[config.mk]
export PLATFORM = sky130hd
export DESIGN_NAME = input_conditioner_flat
export DESIGN_NICKNAME = d
export VERILOG_FILES = /design/src/rtl/input_pkg.sv /design/src/rtl/input_conditioner_if.sv /design/src/rtl/input_conditioner_coin_pulser.sv /design/src/rtl/input_conditioner.sv /design/src/flat_wrapper.sv
export SDC_FILE = /design/constraint.sdc
export NUM_CORES = 1
export LEC_CHECK = 0
export ABC_AREA = 1
export CAP_MARGIN = 40
export CORE_MARGIN = 4
export CORE_UTILIZATION = 28
export DETAILED_ROUTE_END_ITERATION = 10
export GPL_TIMING_DRIVEN = 0
export PLACE_DENSITY = 0.48
export SYNTH_ARGS = -nofsm -noshare
export SYNTH_HDL_FRONTEND = slang
export SYNTH_HIERARCHICAL = 1
export SYNTH_SLANG_ARGS = --single-unit
[constraint.sdc]
create_clock -name clk_sys -period 1.5 [get_ports clk_sys]
set_input_delay 0.45 -clock clk_sys [delete_from_list [all_inputs] [get_ports clk_sys]]
set_output_delay 0.45 -clock clk_sys [all_outputs]
set_load 0.03 [all_outputs]
[src/rtl/input_pkg.sv]
// Shared types and constants for the arcade input conditioner: coin FSM states, PS/2 scancodes, joystick bits.
// Latency: n/a (package only).
// Backpressure: none; all inputs are level or toggle signalled.
package input_pkg;

    typedef enum logic [1:0] {
        COIN_IDLE    = 2'd0,
        COIN_ACTIVE  = 2'd1,
        COIN_LOCKOUT = 2'd2
    } coin_state_e;

    // Arrow keys are matched on the low 8 bits so the extended flag is ignored.
    localparam logic [7:0] SC_UP    = 8'h75;
    localparam logic [7:0] SC_DOWN  = 8'h72;
    localparam logic [7:0] SC_LEFT  = 8'h6B;
    localparam logic [7:0] SC_RIGHT = 8'h74;

    localparam logic [8:0] SC_FIRE_A   = 9'h029;
    localparam logic [8:0] SC_FIRE_B   = 9'h014;
    localparam logic [8:0] SC_START1_A = 9'h005;
    localparam logic [8:0] SC_START1_B = 9'h016;
    localparam logic [8:0] SC_START2_A = 9'h006;
    localparam logic [8:0] SC_START2_B = 9'h01E;
    localparam logic [8:0] SC_COIN_A   = 9'h02E;
    localparam logic [8:0] SC_COIN_B   = 9'h036;
    localparam logic [8:0] SC_P2_UP    = 9'h02D;
    localparam logic [8:0] SC_P2_DOWN  = 9'h02B;
    localparam logic [8:0] SC_P2_LEFT  = 9'h023;
    localparam logic [8:0] SC_P2_RIGHT = 9'h034;
    localparam logic [8:0] SC_P2_FIRE  = 9'h01C;

    localparam int JOY_RIGHT  = 0;
    localparam int JOY_LEFT   = 1;
    localparam int JOY_DOWN   = 2;
    localparam int JOY_UP     = 3;
    localparam int JOY_FIRE   = 4;
    localparam int JOY_START1 = 5;
    localparam int JOY_START2 = 6;
    localparam int JOY_COIN   = 7;

    typedef struct packed {
        logic up;
        logic down;
        logic left;
        logic right;
        logic fire;
    } player_t;

    typedef struct packed {
        player_t p1;
        player_t p2;
        logic    start1;
        logic    start2;
        logic    coin;
    } keys_t;

    function automatic int max_int(input int a, input int b);
        return (a > b) ? a : b;
    endfunction

endpackage

[src/rtl/input_conditioner_if.sv]
// Bundles the raw PS/2 + joystick inputs and the conditioned control outputs.
// Latency: n/a (wiring only).
// Backpressure: none.
interface input_conditioner_if;

    logic [10:0] ps2_key;
    logic [15:0] joystick_0;
    logic [15:0] joystick_1;
    logic        no_rotate;

    logic up1;
    logic down1;
    logic left1;
    logic right1;
    logic fire1;
    logic up2;
    logic down2;
    logic left2;
    logic right2;
    logic fire2;
    logic start1;
    logic start2;
    logic coin1;

    modport master (
        output ps2_key, joystick_0, joystick_1, no_rotate,
        input  up1, down1, left1, right1, fire1,
        input  up2, down2, left2, right2, fire2,
        input  start1, start2, coin1
    );

    modport slave (
        input  ps2_key, joystick_0, joystick_1, no_rotate,
        output up1, down1, left1, right1, fire1,
        output up2, down2, left2, right2, fire2,
        output start1, start2, coin1
    );

endinterface

[src/rtl/input_conditioner_coin_pulser.sv]
// Turns each accepted rising edge of the coin request into a COIN_HI-cycle pulse followed by a COIN_LO-cycle lockout.
// Latency: coin1 rises one cycle after the edge is seen; registered output.
// Backpressure: none; edges arriving while busy are dropped.
module coin_pulser
    import input_pkg::*;
#(
    parameter int COIN_HI = 1200000,
    parameter int COIN_LO = 1200000
) (
    input  logic clk_sys,
    input  logic reset_n,
    input  logic coin_req,
    output logic coin1
);

    localparam int CNT_MAX = max_int(COIN_HI, COIN_LO);
    localparam int CNT_W   = (CNT_MAX > 1) ? $clog2(CNT_MAX) : 1;
    localparam logic [CNT_W-1:0] HI_LOAD = CNT_W'(COIN_HI - 1);
    localparam logic [CNT_W-1:0] LO_LOAD = CNT_W'(COIN_LO - 1);
    localparam logic [CNT_W-1:0] CNT_ONE = CNT_W'(1);

    coin_state_e      state_q, state_d;
    logic [CNT_W-1:0] cnt_q, cnt_d;
    logic             coin_req_q, coin_req_d;
    logic             coin1_q, coin1_d;
    logic             req_rise;

    always_comb begin
        coin_req_d = coin_req;
        req_rise   = coin_req & ~coin_req_q;
        state_d    = state_q;
        cnt_d      = cnt_q;
        coin1_d    = 1'b0;
        case (state_q)
            COIN_IDLE: begin
                if (req_rise) begin
                    state_d = COIN_ACTIVE;
                    cnt_d   = HI_LOAD;
                    coin1_d = 1'b1;
                end
            end
            COIN_ACTIVE: begin
                if (cnt_q == '0) begin
                    state_d = COIN_LOCKOUT;
                    cnt_d   = LO_LOAD;
                end else begin
                    cnt_d   = cnt_q - CNT_ONE;
                    coin1_d = 1'b1;
                end
            end
            COIN_LOCKOUT: begin
                if (cnt_q == '0) begin
                    state_d = COIN_IDLE;
                end else begin
                    cnt_d = cnt_q - CNT_ONE;
                end
            end
            default: begin
                state_d = COIN_IDLE;
                cnt_d   = '0;
            end
        endcase
    end

    // The request copy tracks the live input during reset so release cannot fake an edge.
    always_ff @(posedge clk_sys) begin
        if (!reset_n) begin
            state_q    <= COIN_IDLE;
            cnt_q      <= '0;
            coin_req_q <= coin_req;
            coin1_q    <= 1'b0;
        end else begin
            state_q    <= state_d;
            cnt_q      <= cnt_d;
            coin_req_q <= coin_req_d;
            coin1_q    <= coin1_d;
        end
    end

    assign coin1 = coin1_q;

endmodule

[src/rtl/input_conditioner.sv]
// Decodes PS/2 key events into latched keys, merges joysticks, applies rotation and drives registered controls.
// Latency: 1 cycle from joystick, 2 cycles from a PS/2 toggle; coin1 via coin_pulser.
// Backpressure: none; every toggle of ps2_key[10] is consumed in the cycle it appears.
module input_conditioner
    import input_pkg::*;
#(
    parameter int COIN_HI = 1200000,
    parameter int COIN_LO = 1200000
) (
    input  logic                 clk_sys,
    input  logic                 reset_n,
    input_conditioner_if.slave   io
);

    logic        toggle_q, toggle_d;
    keys_t       keys_q, keys_d;
    player_t     p1_q, p1_d;
    player_t     p2_q, p2_d;
    logic        start1_q, start1_d;
    logic        start2_q, start2_d;

    logic [15:0] joy;
    logic        joy_unused;
    logic [8:0]  code;
    logic        pressed;
    logic        key_event;
    player_t     p1_in;
    logic        coin_req;
    logic        coin1;

    always_comb begin
        toggle_d  = io.ps2_key[10];
        key_event = io.ps2_key[10] != toggle_q;
        pressed   = io.ps2_key[9];
        code      = io.ps2_key[8:0];
        keys_d    = keys_q;
        if (key_event) begin
            case (code)
                {1'b0, SC_UP},    {1'b1, SC_UP}:    keys_d.p1.up    = pressed;
                {1'b0, SC_DOWN},  {1'b1, SC_DOWN}:  keys_d.p1.down  = pressed;
                {1'b0, SC_LEFT},  {1'b1, SC_LEFT}:  keys_d.p1.left  = pressed;
                {1'b0, SC_RIGHT}, {1'b1, SC_RIGHT}: keys_d.p1.right = pressed;
                SC_FIRE_A,   SC_FIRE_B:             keys_d.p1.fire  = pressed;
                SC_START1_A, SC_START1_B:           keys_d.start1   = pressed;
                SC_START2_A, SC_START2_B:           keys_d.start2   = pressed;
                SC_COIN_A,   SC_COIN_B:             keys_d.coin     = pressed;
                SC_P2_UP:                           keys_d.p2.up    = pressed;
                SC_P2_DOWN:                         keys_d.p2.down  = pressed;
                SC_P2_LEFT:                         keys_d.p2.left  = pressed;
                SC_P2_RIGHT:                        keys_d.p2.right = pressed;
                SC_P2_FIRE:                         keys_d.p2.fire  = pressed;
                default: ;
            endcase
        end
    end

    always_comb begin
        joy         = io.joystick_0 | io.joystick_1;
        joy_unused  = ^joy[15:8];
        p1_in.up    = keys_q.p1.up    | joy[JOY_UP];
        p1_in.down  = keys_q.p1.down  | joy[JOY_DOWN];
        p1_in.left  = keys_q.p1.left  | joy[JOY_LEFT];
        p1_in.right = keys_q.p1.right | joy[JOY_RIGHT];
        p1_in.fire  = keys_q.p1.fire  | joy[JOY_FIRE];
        start1_d    = keys_q.start1   | joy[JOY_START1];
        start2_d    = keys_q.start2   | joy[JOY_START2];
        coin_req    = keys_q.coin     | joy[JOY_COIN];
        p2_d        = keys_q.p2;
        p1_d        = p1_in;
        // Horizontal cabinet: the screen is turned, so player-1 directions rotate.
        if (io.no_rotate) begin
            p1_d.up    = p1_in.left;
            p1_d.down  = p1_in.right;
            p1_d.left  = p1_in.down;
            p1_d.right = p1_in.up;
        end
    end

    always_ff @(posedge clk_sys) begin
        if (!reset_n) begin
            toggle_q <= io.ps2_key[10];
            keys_q   <= '0;
            p1_q     <= '0;
            p2_q     <= '0;
            start1_q <= 1'b0;
            start2_q <= 1'b0;
        end else begin
            toggle_q <= toggle_d;
            keys_q   <= keys_d;
            p1_q     <= p1_d;
            p2_q     <= p2_d;
            start1_q <= start1_d;
            start2_q <= start2_d;
        end
    end

    coin_pulser #(
        .COIN_HI (COIN_HI),
        .COIN_LO (COIN_LO)
    ) u_coin_pulser (
        .clk_sys  (clk_sys),
        .reset_n  (reset_n),
        .coin_req (coin_req),
        .coin1    (coin1)
    );

    assign io.up1    = p1_q.up;
    assign io.down1  = p1_q.down;
    assign io.left1  = p1_q.left;
    assign io.right1 = p1_q.right;
    assign io.fire1  = p1_q.fire;
    assign io.up2    = p2_q.up;
    assign io.down2  = p2_q.down;
    assign io.left2  = p2_q.left;
    assign io.right2 = p2_q.right;
    assign io.fire2  = p2_q.fire;
    assign io.start1 = start1_q;
    assign io.start2 = start2_q;
    assign io.coin1  = coin1;

endmodule

[src/flat_wrapper.sv]
// flat-port wrapper written by rule: the top's interface ports become plain ports
module input_conditioner_flat import input_pkg::*;
#(
    parameter int COIN_HI = 1200000,
    parameter int COIN_LO = 1200000
)
  (clk_sys, reset_n, io_ps2_key, io_joystick_0, io_joystick_1, io_no_rotate, io_up1, io_down1, io_left1, io_right1, io_fire1, io_up2, io_down2, io_left2, io_right2, io_fire2, io_start1, io_start2, io_coin1);
  input_conditioner_if io_i ();
  input  logic clk_sys;
  input  logic reset_n;
  input wire logic [$bits(io_i.ps2_key)-1:0] io_ps2_key;
  input wire logic [$bits(io_i.joystick_0)-1:0] io_joystick_0;
  input wire logic [$bits(io_i.joystick_1)-1:0] io_joystick_1;
  input wire logic [$bits(io_i.no_rotate)-1:0] io_no_rotate;
  output wire logic [$bits(io_i.up1)-1:0] io_up1;
  output wire logic [$bits(io_i.down1)-1:0] io_down1;
  output wire logic [$bits(io_i.left1)-1:0] io_left1;
  output wire logic [$bits(io_i.right1)-1:0] io_right1;
  output wire logic [$bits(io_i.fire1)-1:0] io_fire1;
  output wire logic [$bits(io_i.up2)-1:0] io_up2;
  output wire logic [$bits(io_i.down2)-1:0] io_down2;
  output wire logic [$bits(io_i.left2)-1:0] io_left2;
  output wire logic [$bits(io_i.right2)-1:0] io_right2;
  output wire logic [$bits(io_i.fire2)-1:0] io_fire2;
  output wire logic [$bits(io_i.start1)-1:0] io_start1;
  output wire logic [$bits(io_i.start2)-1:0] io_start2;
  output wire logic [$bits(io_i.coin1)-1:0] io_coin1;
  assign io_i.ps2_key = io_ps2_key;
  assign io_i.joystick_0 = io_joystick_0;
  assign io_i.joystick_1 = io_joystick_1;
  assign io_i.no_rotate = io_no_rotate;
  assign io_up1 = io_i.up1;
  assign io_down1 = io_i.down1;
  assign io_left1 = io_i.left1;
  assign io_right1 = io_i.right1;
  assign io_fire1 = io_i.fire1;
  assign io_up2 = io_i.up2;
  assign io_down2 = io_i.down2;
  assign io_left2 = io_i.left2;
  assign io_right2 = io_i.right2;
  assign io_fire2 = io_i.fire2;
  assign io_start1 = io_i.start1;
  assign io_start2 = io_i.start2;
  assign io_coin1 = io_i.coin1;
  input_conditioner #(.COIN_HI(COIN_HI), .COIN_LO(COIN_LO)) u_core (.clk_sys(clk_sys), .reset_n(reset_n), .io(io_i));
endmodule
==> impl_results.md <==
- Mux cell area share after synthesis: 0%
- CTS Sinks: 51
- PD cells: 982 nW/um2
- Clk_skew: 0.00810 ns
- Largest family of logic cells by synthesized area: simple AND/OR/NAND/NOR gates
- Fin area: 3930 um2
- Via/cell ratio: 4.45
- Net total in the final layout: 553
- Post-synth design cell area: 2770 um2
- Area added between synthesis and finish: 42.1%
- DIE AREA: 11500 um2
- Max Cap Violations: 0
- FMAX: 638 MHz
- DRT Pass-1 Iters: 4
- Launching element type of the critical path: flop
- Met3 WL: 247 um
- Tightest Hold Check Type: input pin to flop
- Finished Core Util: 40.6%
- Seq/Total Area, Yosys: 36.9%
- Final setup vio count: 17
- Fillers: 1050
- Syn. warnings: 6
- Via count: 2844
- DRT Wirelength: 7.56 mm
- Peak supply drop: 0.407 mV
- Synth Register Bits: 51
- Adder-cell share of the synthesized area: 0.905%
- XOR/XNOR Fraction of Synth Area: 1.58%
- Hold Path Stages: 1
- Reg2Reg Depth: 9
- Worst slew margin: 73.1%
- RSZ-0062 raised after global routing: yes
- GRT Total Usage: 13.3%
- Std-Cell Rows: 36
- Crit. End Element: flop
- Num CTS Buffers: 5
- Vias in the first global route: 2626
- Share of cells above drive strength 1: 24.5%
- FF-to-FF setup slack: -0.07 ns
- Hold Path Origin: io_ps2_key[10]
- Worst-Margin Slew: 0.402 ns
- Met1 wire length: 3.61 mm
- Crit path buf inv count: 1
- # diodes: 0
- DRT iter0 DRCs: 96
- P_leak: 1.74 nW
- Compound-Gate Fraction of Synth Area: 9.68%
- Cts hold-fix bufs: 0
- Worst r2r src: u_core/u_coin_pulser/cnt_q[9]$_SDFFE_PN0P_
- Final Non-Filler Cells: 639
- Largest net degree at the start of global routing: 15
- Simple-Gate Fraction of Synth Area: 41.5%
- WL/cell: 11.8 um
- Clock buffer depth: 2
- WL met2: 3.60 mm
- Reg-to-reg endpoint: u_core/u_coin_pulser/cnt_q[18]$_SDFFE_PN0P_
- Clk pin slew, worst setup/hold paths: 0.10 ns
- DR top layer: met4
- Pre-CTS setup slack: -0.612 ns
- Die Wd: 107 um
- Pins Over Slew Limit: 0
- Min Tclk post-route: 1.57 ns
- Critical path type: flop to flop
- Port Buf Inserts: 42
- CP cell instances: nor2_4 -> nand2_4 -> nor2_4 -> nand3_4 -> nor2_4 -> nor2_4 -> buf_6 -> a21oi_1 -> nor2_1
- Starting density of the core: 28.6%
- Syn_area_per_cell: 6.28 um2
- Overflow after GRT: 0
- Yosys cell types: 30
- Final hold vios: 0
- Cells after Synth: 440
- Post-DP HPWL: 5.61 mm
- Initial antenna violation count: 0
- Dpl cells: 615
- Num ports: 59
- Routability Congestion: 0.806
- DRT antenna net count: 0
- First-pass GRT wire length: 12.4 mm
- CTS H-tree lvls: 2
- Crit-path most repeated cell: nor2_4
- Post-Place Cell Area: 3360 um2
- Required time of the critical path: 1.71 ns
- Final setup margin: -0.0680 ns
- CP Data Arrival Time: 1.77 ns
- Core Region: 9680 um2
- Clock root buffer: clkbuf_8
- Max stage delay cell, worst path: dfxtp_4
- Clk Latency, worst-skew pair: 0.30 ns
- DRC viols: 0
- Critical-path maximum fanout: 8
- Final worst path period share: 105%
- Hold EP: u_core/toggle_q$_DFF_P_
- Failing checks: setup timing
- TNS Setup: -0.637 ns
- Status: finished, violations left
- CP top delay family: simple AND/OR/NAND/NOR gates
- DIE HEIGHT: 107 um
- Syn nets: 488
- CP peak stage delay: 0.37 ns
- CTS tree: done
layout by cell type, fill, tap and decap left out, drive strengths merged:
| master | n |
|---|---|
| a21oi | 30 |
| a31oi | 2 |
| and2 | 2 |
| buf | 20 |
| clkbuf | 9 |
| clkdlybuf4s15 | 7 |
| clkdlybuf4s50 | 24 |
| clkinv | 1 |
| clkinvlp | 1 |
| dfxtp | 51 |
| dlygate4sd2 | 7 |
| dlymetal6s2s | 3 |
| ha | 2 |
| inv | 56 |
| nand2 | 127 |
| nand3 | 26 |
| nand4 | 8 |
| nor2 | 96 |
| nor3 | 6 |
| o21a | 1 |
| o21ai | 18 |
| o21bai | 1 |
| or2 | 1 |
| or3 | 2 |
| xnor2 | 1 |
| xor2 | 4 |
Yosys cell counts, drive strengths merged:
cell type | number | area, um2
inv | 56 | 210
xor2 | 4 | 35.0
o21ai | 18 | 90.1
nor3 | 6 | 30.0
nor2 | 96 | 400
a31oi | 2 | 12.5
o21bai | 1 | 7.51
dfxtp | 51 | 1020
and2 | 2 | 12.5
ha | 2 | 25.0
clkinv | 2 | 7.51
a21oi | 30 | 150
buf | 5 | 42.5
or2 | 1 | 6.26
nand2 | 126 | 488
nand4 | 8 | 50.1
o21a | 1 | 7.51
xnor2 | 1 | 8.76
or3 | 2 | 12.5
nand3 | 26 | 148
metal layers:
metal | GRT usage (%) | up-vias
li1 | - | 1503
met1 | 17.2 | 1296
met2 | 22.5 | 36
met3 | 2.40 | 9
met4 | 3.88 | 0
met5 | 0 | -
cell type report:
cell class / instances / area [um2] / area share, %
plain buffers: 5 / 45.0 / 1.15
multi-input cells: 327 / 1810 / 45.9
inverters: 58 / 228 / 5.79
flip-flops and latches: 51 / 1050 / 26.6
well taps: 133 / 166 / 4.23
clock buffers: 8 / 100 / 2.55
repair buffers: 57 / 538 / 13.7
per-stage QoR:
stage	hold slack, ns	total power [mW]
4_1_cts	0.443	3.75
5_1_grt	0.411	4.12
3_3_place_gp	0.420	2.64
2_1_floorplan	0.407	2.33
3_5_place_dp	0.426	2.65
6_report	0.407	3.86
flip-flops by register name, summed over array words and instances, names as in the netlist:
register,flops
u_core/u_coin_pulser/cnt_q,21
u_core/keys_q,13
u_core/u_coin_pulser/state_q,2
u_core/io.down1,1
u_core/io.down2,1
u_core/io.fire1,1
u_core/io.fire2,1
u_core/io.left1,1
u_core/io.left2,1
u_core/io.right1,1
u_core/io.right2,1
u_core/io.start1,1
u_core/io.start2,1
u_core/io.up1,1
u_core/io.up2,1
u_core/toggle_q,1
u_core/u_coin_pulser/coin1,1
u_core/u_coin_pulser/coin_req_q,1
what timing repair did:
item | CTS | global route
pin swaps | 21 | 20
buffers inserted | 8 | 6
cloned | 2 | 0
resized for setup | 75 | 60
endpoints found under the setup margin | 42 | 41
kinds of logic after synthesis:
logic type | Yosys count
flops | 51
xor+xnor | 5
fa+ha+maj | 2
buf+inv | 63
compound gates | 52
simple gates | 267
how the worst max path moves through the flow:
stage	slack (ns)	cells after the start	from	to
final	-0.07	9	u_core/u_coin_pulser/cnt_q[9]$_SDFFE_PN0P_	u_core/u_coin_pulser/cnt_q[18]$_SDFFE_PN0P_
after global routing	-0.16	9	u_core/u_coin_pulser/cnt_q[14]$_SDFFE_PN0P_	u_core/u_coin_pulser/cnt_q[18]$_SDFFE_PN0P_
after CTS	-0.09	9	u_core/u_coin_pulser/cnt_q[10]$_SDFFE_PN0P_	u_core/u_coin_pulser/cnt_q[0]$_SDFFE_PN0P_
after detailed placement	-0.61	10	io_joystick_1[7]	u_core/u_coin_pulser/cnt_q[15]$_SDFFE_PN0P_
after global placement	-0.59	9	io_joystick_1[7]	u_core/u_coin_pulser/cnt_q[12]$_SDFFE_PN0P_
after floorplan	0.008	8	io_joystick_1[7]	u_core/u_coin_pulser/cnt_q[18]$_SDFFE_PN0P_
power breakdown:
part | switching [mW] | internal (mW) | total [mW] | leakage [nW]
Sequential | 0.106 | 1.46 | 1.57 | 0.425
Clock | 0.455 | 0.422 | 0.877 | 0.0515
Combinational | 0.855 | 0.561 | 1.42 | 1.26
Total | 1.42 | 2.44 | 3.86 | 1.74
Note: power is estimated with default switching activity, not from simulation.
